## src/rtl/alu_result_fifo.sv

```systemverilog
// alu_result_fifo: small FIFO that buffers ALU results {Y, flags} between an
// ALU and its consumer using valid/ready handshakes on both sides.
// Ports:
//   clk, rst_n                     clock, async active-low reset
//   in_valid/in_ready/in_y/in_flags  push side; flags = {Cout, N, Z, V}
//   out_valid/out_ready/out_y/out_flags  pop side; outputs are 0 when empty
//   count                          occupancy, 0..DEPTH
//   clr_sticky/sticky_flags        OR-accumulated flags of accepted pushes
// Optional: define ALU_RESULT_FIFO_STICKY_EN to enable sticky flags;
// otherwise sticky_flags is tied to 0 and clr_sticky is ignored.
module alu_result_fifo #(
    parameter int DEPTH = 4,
    parameter int WIDTH = 32
) (
    input  logic                     clk,
    input  logic                     rst_n,
    input  logic                     in_valid,
    output logic                     in_ready,
    input  logic [WIDTH-1:0]         in_y,
    input  logic [3:0]               in_flags,
    output logic                     out_valid,
    input  logic                     out_ready,
    output logic [WIDTH-1:0]         out_y,
    output logic [3:0]               out_flags,
    output logic [$clog2(DEPTH):0]   count,
    input  logic                     clr_sticky,
    output logic [3:0]               sticky_flags
);

    localparam int AW = $clog2(DEPTH);
    localparam int CW = AW + 1;
    localparam logic [CW-1:0] FULL = CW'(DEPTH);

    logic [WIDTH-1:0] y_mem_q [DEPTH];
    logic [3:0]       f_mem_q [DEPTH];

    logic [AW-1:0] wr_ptr_q, wr_ptr_d;
    logic [AW-1:0] rd_ptr_q, rd_ptr_d;
    logic [CW-1:0] count_q, count_d;

    logic push;
    logic pop;

    assign in_ready  = (count_q != FULL);
    assign out_valid = (count_q != '0);
    assign count     = count_q;

    assign push = in_valid && in_ready;
    assign pop  = out_valid && out_ready;

    // Storage is never read while empty, so it needs no reset.
    assign out_y     = out_valid ? y_mem_q[rd_ptr_q] : '0;
    assign out_flags = out_valid ? f_mem_q[rd_ptr_q] : '0;

    always_comb begin
        wr_ptr_d = wr_ptr_q;
        rd_ptr_d = rd_ptr_q;
        count_d  = count_q;
        if (push) wr_ptr_d = wr_ptr_q + 1'b1;
        if (pop)  rd_ptr_d = rd_ptr_q + 1'b1;
        case ({push, pop})
            2'b10:   count_d = count_q + 1'b1;
            2'b01:   count_d = count_q - 1'b1;
            default: count_d = count_q;
        endcase
    end

    always_ff @(posedge clk or negedge rst_n) begin
        if (!rst_n) begin
            wr_ptr_q <= '0;
            rd_ptr_q <= '0;
            count_q  <= '0;
        end else begin
            wr_ptr_q <= wr_ptr_d;
            rd_ptr_q <= rd_ptr_d;
            count_q  <= count_d;
        end
    end

    always_ff @(posedge clk) begin
        if (push) begin
            y_mem_q[wr_ptr_q] <= in_y;
            f_mem_q[wr_ptr_q] <= in_flags;
        end
    end

`ifdef ALU_RESULT_FIFO_STICKY_EN
    logic [3:0] sticky_q, sticky_d;

    // Clear takes effect before the same-cycle push is OR-ed in.
    always_comb begin
        sticky_d = sticky_q;
        if (clr_sticky) sticky_d = '0;
        if (push)       sticky_d = sticky_d | in_flags;
    end

    always_ff @(posedge clk or negedge rst_n) begin
        if (!rst_n) sticky_q <= '0;
        else        sticky_q <= sticky_d;
    end

    assign sticky_flags = sticky_q;
`else
    logic unused_clr_sticky;
    assign unused_clr_sticky = clr_sticky;
    assign sticky_flags      = 4'b0000;
`endif

endmodule

```

## config.mk

```make
export PLATFORM = sky130hd
export DESIGN_NAME = alu_result_fifo
export DESIGN_NICKNAME = d
export VERILOG_FILES = /design/src/rtl/alu_result_fifo.sv
export SDC_FILE = /design/constraint.sdc
export NUM_CORES = 1
export LEC_CHECK = 0
export CAP_MARGIN = 0
export CORE_ASPECT_RATIO = 1.25
export CORE_MARGIN = 2
export CORE_UTILIZATION = 49
export CTS_CLUSTER_DIAMETER = 100
export DETAILED_ROUTE_END_ITERATION = 16
export GPL_TIMING_DRIVEN = 1
export PLACE_DENSITY = 0.76
export SYNTH_ARGS = -nofsm -noshare
export SYNTH_HDL_FRONTEND = slang
export SYNTH_SLANG_ARGS = --single-unit
```

## constraint.sdc

```tcl
create_clock -name clk -period 2.17 [get_ports clk]
set_input_delay 0.434 -clock clk [delete_from_list [all_inputs] [get_ports clk]]
set_output_delay 0.434 -clock clk [all_outputs]
set_load 0.01 [all_outputs]
```

==> results of run 1 <==
==> cell usage after synthesis, drive strengths merged, types with 3 or more instances <==
master  number  area, sq um
edfxtp     144         4320
and2        38          240
mux4        36          811
buf         12         88.8
dfrtp        7          175
inv          6         22.5
ha           5         62.6
and3         4         25.0
clkbuf       4         15.0
xnor2        3         26.3
xor2         3         26.3
==> repair_timing <==
action                                  4_1_cts  5_1_grt
pin swaps                                    38        1
endpoints found under the setup margin       40       38
gates resized for setup                     202       12
cloned                                        3        0
setup buffers                                 9        1
hold endpoints to repair                      0        0
==> worst min path at each step <==
stage                     to  slack, ps  cells past startpoint
finish              count[1]        290                      1
global route        count[1]        300                      1
CTS                 count[1]        270                      1
detailed placement  count[2]        530                      1
global placement    count[2]        490                      1
floorplan           count[0]        140                      0
==> cell families after synthesis <==
group	after synthesis	share of synthesized area (%)
fa+ha+maj	6	1.40
simple gates	46	4.95
mux	38	14.2
flops	151	76.4
xor+xnor	6	0.892
other cells	1	0.0636
buf+inv	22	2.14
==> worst reg2reg max path: stages (launching register included) <==
cell	delay (ps)
dfrtp_1	420
or3b_4	410
and2_4	170
inv_2	60
ha_4	140
inv_2	40
fa_2	330
xor2_1	150
nor2_1	110
xor2_1	160
==> flip-flops by register name, indices dropped and copies added, names as in the netlist <==
| register | cells |
|---|---|
| rd_ptr_q | 2 |
| f_mem_q | 16 |
| y_mem_q | 128 |
| count | 3 |
| wr_ptr_q | 2 |
==> cell type report <==
class                           instances  area (sq um)  area share (%)
Clock buffer                           20           437            5.57
Clock inverter                         11           179            2.28
Inverter                                6          22.5           0.287
Multi-Input combinational cell        100          1370            17.4
Sequential cell                       151          4500            57.4
Tap cell                              161           201            2.57
Timing Repair Buffer                  111          1130            14.5
==> metrics by stage <==
step,std cells,power (W)
after CTS,563,0.0120
after detailed placement,520,0.00836
final,560,0.0118
after floorplan,273,0.00633
after global routing,560,0.0123
after global placement,520,0.00826
==> where the power goes <==
part	total, W	leakage [nW]	switching, W	internal (W)
clock	0.00304	0.298	0.00103	0.00202
sequential	0.00406	1.40	0.000190	0.00387
combinational	0.00471	1.10	0.00198	0.00273
==> metal layers <==
| layer | routed length [um] | global-route usage (%) | part of all wire (%) |
|---|---|---|---|
| met3 | 556 | 5.95 | 4.9 |
| met1 | 4340 | 23.0 | 38 |
| met2 | 6160 | 31.7 | 55 |
| met5 | 0 | 0 | 0 |
| met4 | 217 | 7.92 | 1.9 |
==> flow_summary.yaml, run 1 <==
critical_path:
  endpoint_kind: "output port"
  r2r_slack_ps: 100
  worstSetupStartpointType: "register"
  cp-startpoint: "rd_ptr_q[0]"
  crit_path_max_incr_delay_ps: 500
  cpMostUsedCell: "buf_6"
  critPathArrivalTime_ps: 1860
  path_cells: "buf_6 -> buf_12 -> mux4_2 -> and2_4 -> buf_6"
  cp_num_buf_inv: 3
  critPathSlowestCell: "mux4_2"
  path_depth: 5
  critPathMaxFanout: 7
  required_ps: 1740
  crit_type: "reg2out"
  critPathCapture: "out_y[17]"
  r2r-start: "count[1]"
  r2r_cells: 9
  crit_family: "multiplexers"
  crit-reg2reg-capture: "count[2]"
sta:
  rsz0062_at_grt: "true"
  postLayoutSetupSlackWorst_ps: -124
  skew_ps: 6.72
  min_period_ps: 2290
  fmax_mhz: 436
  fin_crit_sh_pct: 106
  fin_tns_setup_ps: -3230
  finalMaxSlewViolations: 0
  whs_ps: 290
  setup_viol: 36
  finalHoldViolCount: 0
floorplanning:
  die_y_um: 127
  initial_core_util_pct: 50.5
  rows: 44
  fp.dieW_um: 102
  fp.dieArea_sq_um: 12900
  io_pins: 86
  coreArea_sq_um: 11700
status:
  status: "finished, violations left"
  violations: "setup timing"
detailed_routing:
  first_pass_iters: 4
  via_per_inst: 5.32
  drt_iter0_drc: 151
  routedWlPerCell_um: 20.1
  drc: 0
  postRouteAntennaNets: 0
  via_count: 2980
  totalWireLength_um: 11300
place:
  port_buffers: 80
  hpwl_um: 6500
  placed_area_sq_um: 7070
  globalplace.congestion: 0.692
  place_ws_ps: -84.8
global_routing:
  grt_use_total_pct: 19.1
  antenna_found_initial: 0
  grt_pass1_wl_um: 17500
  grt_max_degree: 21
  grt_pass1_vias: 3207
  grt_remaining_overflow: 0
pwr:
  vdd_drop_max_uv: 839
  leakage_nw: 2.80
  power_density_nw_per_um2: 1510
synth:
  synth_ff_type: "edfxtp_1"
  synth_cell_types: 22
  syn_inst: 270
  synth.avg_cell_area_sq_um: 21.8
  ys_ff_latch: 151
  async_flop_share_pct: 4.64
  ys_warn_count: 0
  synth_seq_area_share_pct: 76.4
  synth_edf_count: 144
  syn_area_sq_um: 5890
cts:
  worstSkewPairLatency_ps: 410
  cts_tree: "built"
  hold_buffers: 0
  cts_buffers: 17
  clk_path_buf_depth: 2
  numClockSinks: 151
  cts_max_level: 4
  cts-root-buf: "clkbuf_16"
  clkTransAtPathRegs_ps: 60
cells_and_area:
  final_common_cell: "edfxtp_1"
  drive_above_1_share_pct: 41.6
  fill_cells: 782
  area_delta_synth_final_pct: 33.1
  n_antenna_cell: 0
  stdcell_area_sq_um: 7840
  final_util_pct: 67.2
  most-common-layout-cells: "edfxtp_1 (144), clkdlybuf4s50_1 (42), mux4_2 (36)"
  nNetsFinal: 434
min_path:
  hp-class: "in2async"
run:
  cap_violations: 0
No activity file was read; power rests on OpenSTA's default activity.
==> run 2, diff against run 1 <==
--- a/config.mk
+++ b/config.mk
@@ -8,11 +8,12 @@
 export CAP_MARGIN = 0
 export CORE_ASPECT_RATIO = 1.25
 export CORE_MARGIN = 2
-export CORE_UTILIZATION = 49
+export CORE_UTILIZATION = 54
 export CTS_CLUSTER_DIAMETER = 100
 export DETAILED_ROUTE_END_ITERATION = 16
 export GPL_TIMING_DRIVEN = 1
-export PLACE_DENSITY = 0.76
+export MAX_ROUTING_LAYER = met4
+export PLACE_DENSITY = 0.79
 export SYNTH_ARGS = -nofsm -noshare
 export SYNTH_HDL_FRONTEND = slang
 export SYNTH_SLANG_ARGS = --single-unit
==> constraint.sdc (replaced) <==
create_clock -name clk -period 2.35 [get_ports clk]
set_input_delay 0.47 -clock clk [delete_from_list [all_inputs] [get_ports clk]]
set_output_delay 0.47 -clock clk [all_outputs]
set_load 0.01 [all_outputs]
==> run 2 against run 1 <==
Compared with the run above:
- setup slack improved by 77 ps
- first-iteration DRC count increased by 21%
- cell count decreased by 6.8%
- sequential power decreased by 7.4%
- power decreased by 8.7%
- core utilization increased by 5.4 points
- clock-buffer cell count increased by 1
- highest routed layer unchanged
- critical path type unchanged
- global-route usage increased by 1.3 points
- the flow still finishes with violations (setup timing)
- sequential share of layout area increased by 1.0 points
- sequential cell count unchanged
==> flow_summary.yaml, run 2 (synthesis gave the netlist of run 1 again) <==
status:
  status: "finished, violations left"
  violations: "setup timing"
cts:
  worstSkewPairLatency_ps: 410
  cts_max_level: 4
  hold_buffers: 0
  clk_path_buf_depth: 2
  numClockSinks: 151
  cts_buffers: 17
  cts_tree: "built"
  clkTransAtPathRegs_ps: 60
  cts-root-buf: "clkbuf_16"
critical_path:
  critPathMaxFanout: 5
  worstSetupStartpointType: "register"
  required_ps: 1880
  critPathArrivalTime_ps: 1930
  crit_type: "reg2out"
  endpoint_kind: "output port"
global_routing:
  antenna_found_initial: 0
  grt_remaining_overflow: 0
  grt_pass1_wl_um: 16800
  grt_max_degree: 40
  grt_use_total_pct: 20.3
  grt_pass1_vias: 3117
sta:
  skew_ps: 9.41
  setup_viol: 12
  finalHoldViolCount: 0
  min_period_ps: 2400
  fmax_mhz: 417
  fin_crit_sh_pct: 102
  finalMaxSlewViolations: 0
  rsz0062_at_grt: "true"
  postLayoutSetupSlackWorst_ps: -46.8
pwr:
  power_density_nw_per_um2: 1400
  clock_power_share_pct: 25.1
  leakage_nw: 2.75
  swShare_pct: 27.1
  vdd_drop_max_uv: 847
  internal_power_w: 0.00786
  seq_power_share_pct: 34.9
  netSwitchingPower_w: 0.00293
  finalPower_w: 0.0108
  p_comb_share_pct: 40.0
detailed_routing:
  first_pass_iters: 4
  drt_iter0_drc: 182
  routedWlPerCell_um: 20.9
  via_count: 2897
  postRouteAntennaNets: 0
  via_per_inst: 5.55
  drc: 0
  totalWireLength_um: 10900
place:
  placed_cells: 483
  port_buffers: 80
  place_ws_ps: 13.0
  placed_area_sq_um: 6940
  globalplace.congestion: 0.697
  hpwl_um: 6170
run:
  cap_violations: 0
floorplanning:
  io_pins: 86
  fp.dieW_um: 97.4
  die_y_um: 121
  rows: 42
  fp.dieArea_sq_um: 11800
  initial_core_util_pct: 55.5
  coreArea_sq_um: 10600
cells_and_area:
  n_antenna_cell: 0
  most-common-layout-cells: "edfxtp_1 (144), clkdlybuf4s50_1 (43), mux4_2 (36)"
  area_delta_synth_final_pct: 30.8
  final_common_cell: "edfxtp_1"
  largest_reg_flops: 128
  largest-register: "y_mem_q"
  stdcell_area_sq_um: 7700
  instances_no_fill: 522
  nNetsFinal: 424
  drive_above_1_share_pct: 40.0
min_path:
  hp-class: "in2async"
[run 2: critical path, stage by stage (launching register included)]
cell	delay (ps)
dfrtp_2	400
buf_4	130
buf_8	110
mux4_2	480
and2_1	160
clkdlybuf4s15_2	220
[run 2: timing repair]
item | in CTS | in global routing
gates resized for setup | 177 | 28
endpoints found under the setup margin | 37 | 37
cloned | 3 | 0
hold endpoints to repair | 0 | 0
buffers inserted | 4 | 1
pin swaps | 14 | 1
[run 2: metal layers]
layer	vias up	wire length, um	part of all wire, %	global-route usage, %
met4	0	108	0.99	6.77
met1	1513	4260	39	23.1
met3	8	424	3.9	4.68
met5	-	0	0	-
li1	1290	-	-	-
met2	86	6110	56	35.8
[run 2: power groups by stage]
stage / clock network, W / logic [W] / registers [W]
2_1_floorplan: 0 / 0.00209 / 0.00375
3_5_place_dp: 0 / 0.00379 / 0.00381
4_1_cts: 0.00274 / 0.00405 / 0.00376
3_3_place_gp: 0 / 0.00374 / 0.00376
6_report: 0.00271 / 0.00432 / 0.00376
5_1_grt: 0.00284 / 0.00459 / 0.00381
[run 2: per-stage QoR]
stage	setup TNS (ps)	util [%]	hold WS [ps]
3_3_place_gp	0	65.4	489
6_report	-212	72.6	321
4_1_cts	-620	71.7	321
3_5_place_dp	0	65.4	510
2_1_floorplan	0	-	174
5_1_grt	-1630	72.6	329
[run 2: layout make-up]
| cell class | instances | area [sq um] |
|---|---|---|
| clock buffer | 21 | 440 |
| timing repair buffer | 101 | 1070 |
| fill | 625 | 2910 |
| tap | 132 | 165 |
| inverter | 6 | 22.5 |
| clock inverter | 11 | 155 |
| multi-input combinational | 100 | 1350 |
| sequential | 151 | 4500 |
[run 2: worst paths after layout]
kind,start,endpoint,slack [ps],cells after the start
worst max-delay path,rd_ptr_q[0],out_y[29],-50,5
worst min-delay path,rst_n,count[2],320,1
worst max register to register,count[0],count[2],140,9
worst min register to register,count[2],count[2],520,1
max in group asynchronous,rst_n,count[0],1760,1
min in group clk,count[2],count[2],520,1
==> run 3, diff against run 2 <==
--- a/config.mk
+++ b/config.mk
@@ -6,14 +6,12 @@
 export NUM_CORES = 1
 export LEC_CHECK = 0
 export CAP_MARGIN = 0
-export CORE_ASPECT_RATIO = 1.25
 export CORE_MARGIN = 2
-export CORE_UTILIZATION = 54
+export CORE_UTILIZATION = 39
 export CTS_CLUSTER_DIAMETER = 100
 export DETAILED_ROUTE_END_ITERATION = 16
 export GPL_TIMING_DRIVEN = 1
 export MAX_ROUTING_LAYER = met4
-export PLACE_DENSITY = 0.79
 export SYNTH_ARGS = -nofsm -noshare
 export SYNTH_HDL_FRONTEND = slang
 export SYNTH_SLANG_ARGS = --single-unit
==> run 3 against run 2 <==
Compared with the run above:
- the flow still finishes with violations (setup timing)
- critical path depth grew 1
- power down 3.2%
- hold slack gained 12 ps
- cell area fell by 0.23%
- clock power decreased by 13%
- maximum frequency is 0.37% higher
- global-route usage decreased by 4.7 points
- die area is 37% higher
- first-iteration DRC count shrank 10%
- non-clock buffer count rose by 2
==> flow_summary.yaml, run 3 (synthesis gave the netlist of run 1 again) <==
detailed_routing:
  first_pass_iters: 4
  postRouteAntennaNets: 0
  via_count: 2869
  totalWireLength_um: 11200
  drt_iter0_drc: 163
  routedWlPerCell_um: 19.5
  drc: 0
  via_per_inst: 5.00
cells_and_area:
  largest_reg_flops: 128
  largest-register: "y_mem_q"
  nNetsFinal: 426
  n_antenna_cell: 0
  drive_above_1_share_pct: 38.7
  seqCellArea_sq_um: 4500
  fill_cells: 1194
  instances_no_fill: 574
  most-common-layout-cells: "edfxtp_1 (144), clkdlybuf4s50_1 (43), mux4_2 (36)"
  area_delta_synth_final_pct: 30.5
  multiInputGateArea_sq_um: 1350
  stdcell_area_sq_um: 7690
  final_common_cell: "edfxtp_1"
cts:
  numClockSinks: 151
  clkTransAtPathRegs_ps: 60
  cts_max_level: 4
  cts-root-buf: "clkbuf_16"
  hold_buffers: 0
  cts_tree: "built"
  worstSkewPairLatency_ps: 410
  cts_buffers: 17
  clk_path_buf_depth: 2
sta:
  skew_ps: 4.30
  fin_tns_setup_ps: -173
  min_period_ps: 2390
  postLayoutSetupSlackWorst_ps: -38.0
  rsz0062_at_grt: "true"
  fin_crit_sh_pct: 102
  finalMaxSlewViolations: 0
  setup_viol: 11
  fmax_mhz: 419
  finalHoldViolCount: 0
floorplanning:
  coreArea_sq_um: 14600
  initial_core_util_pct: 40.2
  fp.dieArea_sq_um: 16100
  io_pins: 86
  die_y_um: 127
  rows: 44
  fp.dieW_um: 127
critical_path:
  worstSetupStartpointType: "register"
  endpoint_kind: "output port"
  cp-startpoint: "rd_ptr_q[0]"
  critPathArrivalTime_ps: 1920
  r2r-start: "count[0]"
  critPathMaxFanout: 5
  r2r_slack_ps: 150
  path_cells: "buf_6 -> buf_16 -> buf_4 -> mux4_2 -> and2_1 -> buf_2"
  crit_type: "reg2out"
  crit_family: "buffers and inverters"
  cp_num_buf_inv: 4
  crit-reg2reg-capture: "count[2]"
  r2r_cells: 9
  required_ps: 1880
  critPathSlowestCell: "dfrtp_2"
  crit_path_max_incr_delay_ps: 420
place:
  placed_area_sq_um: 7010
  hpwl_um: 6700
  placed_cells: 536
  globalplace.congestion: 0.721
  port_buffers: 80
global_routing:
  grt_use_total_pct: 15.6
  grt_pass1_vias: 3175
  antenna_found_initial: 0
  grt_max_degree: 27
  grt_remaining_overflow: 0
  grt_pass1_wl_um: 17700
pwr:
  leakage_nw: 2.71
  power_density_nw_per_um2: 1360
  vdd_drop_max_uv: 732
status:
  violations: "setup timing"
  status: "finished, violations left"
min_path:
  hp-class: "in2async"
run:
  cap_violations: 0
## run 3: cell types whose count changed in the layout (fill, tap and decap cells not counted), sizes merged
cell	previous run	this run
buf	56	59
bufinv	4	1
clkbuf	21	23
clkdlybuf4s15	1	0
clkinv	7	6
## run 3: area by class of cell
type | instances | share of cell area, %
sequential | 151 | 58.6
multi-input combinational | 100 | 17.5
timing repair buffer | 103 | 14.1
clock buffer | 23 | 5.83
tap | 184 | 2.99
clock inverter | 7 | 0.732
inverter | 6 | 0.293
## run 3: repair_timing
action / in CTS / in global routing
endpoints found under the setup margin: 37 / 33
pin swaps: 6 / 0
cloned: 2 / 0
resized for setup: 189 / 18
setup buffers: 7 / 1
## run 3: report_power, final
| group | internal [W] | switching (W) | total [W] |
|---|---|---|---|
| clock network | 0.00142 | 0.000940 | 0.00236 |
| registers | 0.00357 | 0.000189 | 0.00376 |
| logic | 0.00253 | 0.00179 | 0.00431 |
## run 3: worst max-delay path by stage
stage                        end  depth (start not counted)
floorplan               count[2]                          9
CTS                 out_flags[0]                          6
detailed placement      count[2]                          9
finish                  out_y[8]                          6
global route           out_y[13]                          6
global placement        count[2]                          9
## run 3: worst reg2reg max path, cell delays in order, from the launching register on
cell and delay [ps]:
dfrtp_1 430, or3b_4 430, and2_4 190, inv_1 50
ha_1 170, inv_1 60, fa_1 380, xor2_1 150
nor2_1 120, xor2_1 150
## run 3: metrics by stage
| stage | total power (W) | hold slack [ps] | utilization (%) | worst slack (ps) |
|---|---|---|---|---|
| 5_1_grt | 0.0110 | 323 | 52.5 | -101 |
| 3_3_place_gp | 0.00762 | 508 | 47.9 | 67.0 |
| 6_report | 0.0104 | 333 | 52.5 | -38.0 |
| 3_5_place_dp | 0.00767 | 504 | 47.9 | 38.3 |
| 4_1_cts | 0.0104 | 317 | 52.2 | -84.4 |
| 2_1_floorplan | 0.00584 | 174 | - | 225 |
## run 3: metal layers
metal | vias up | part of all wire (%) | GRT usage, %
met5 | - | 0 | -
met3 | 8 | 6.1 | 5.31
met1 | 1490 | 42 | 18.6
met4 | 0 | 0.92 | 4.46
met2 | 90 | 51 | 25.4
li1 | 1281 | - | -
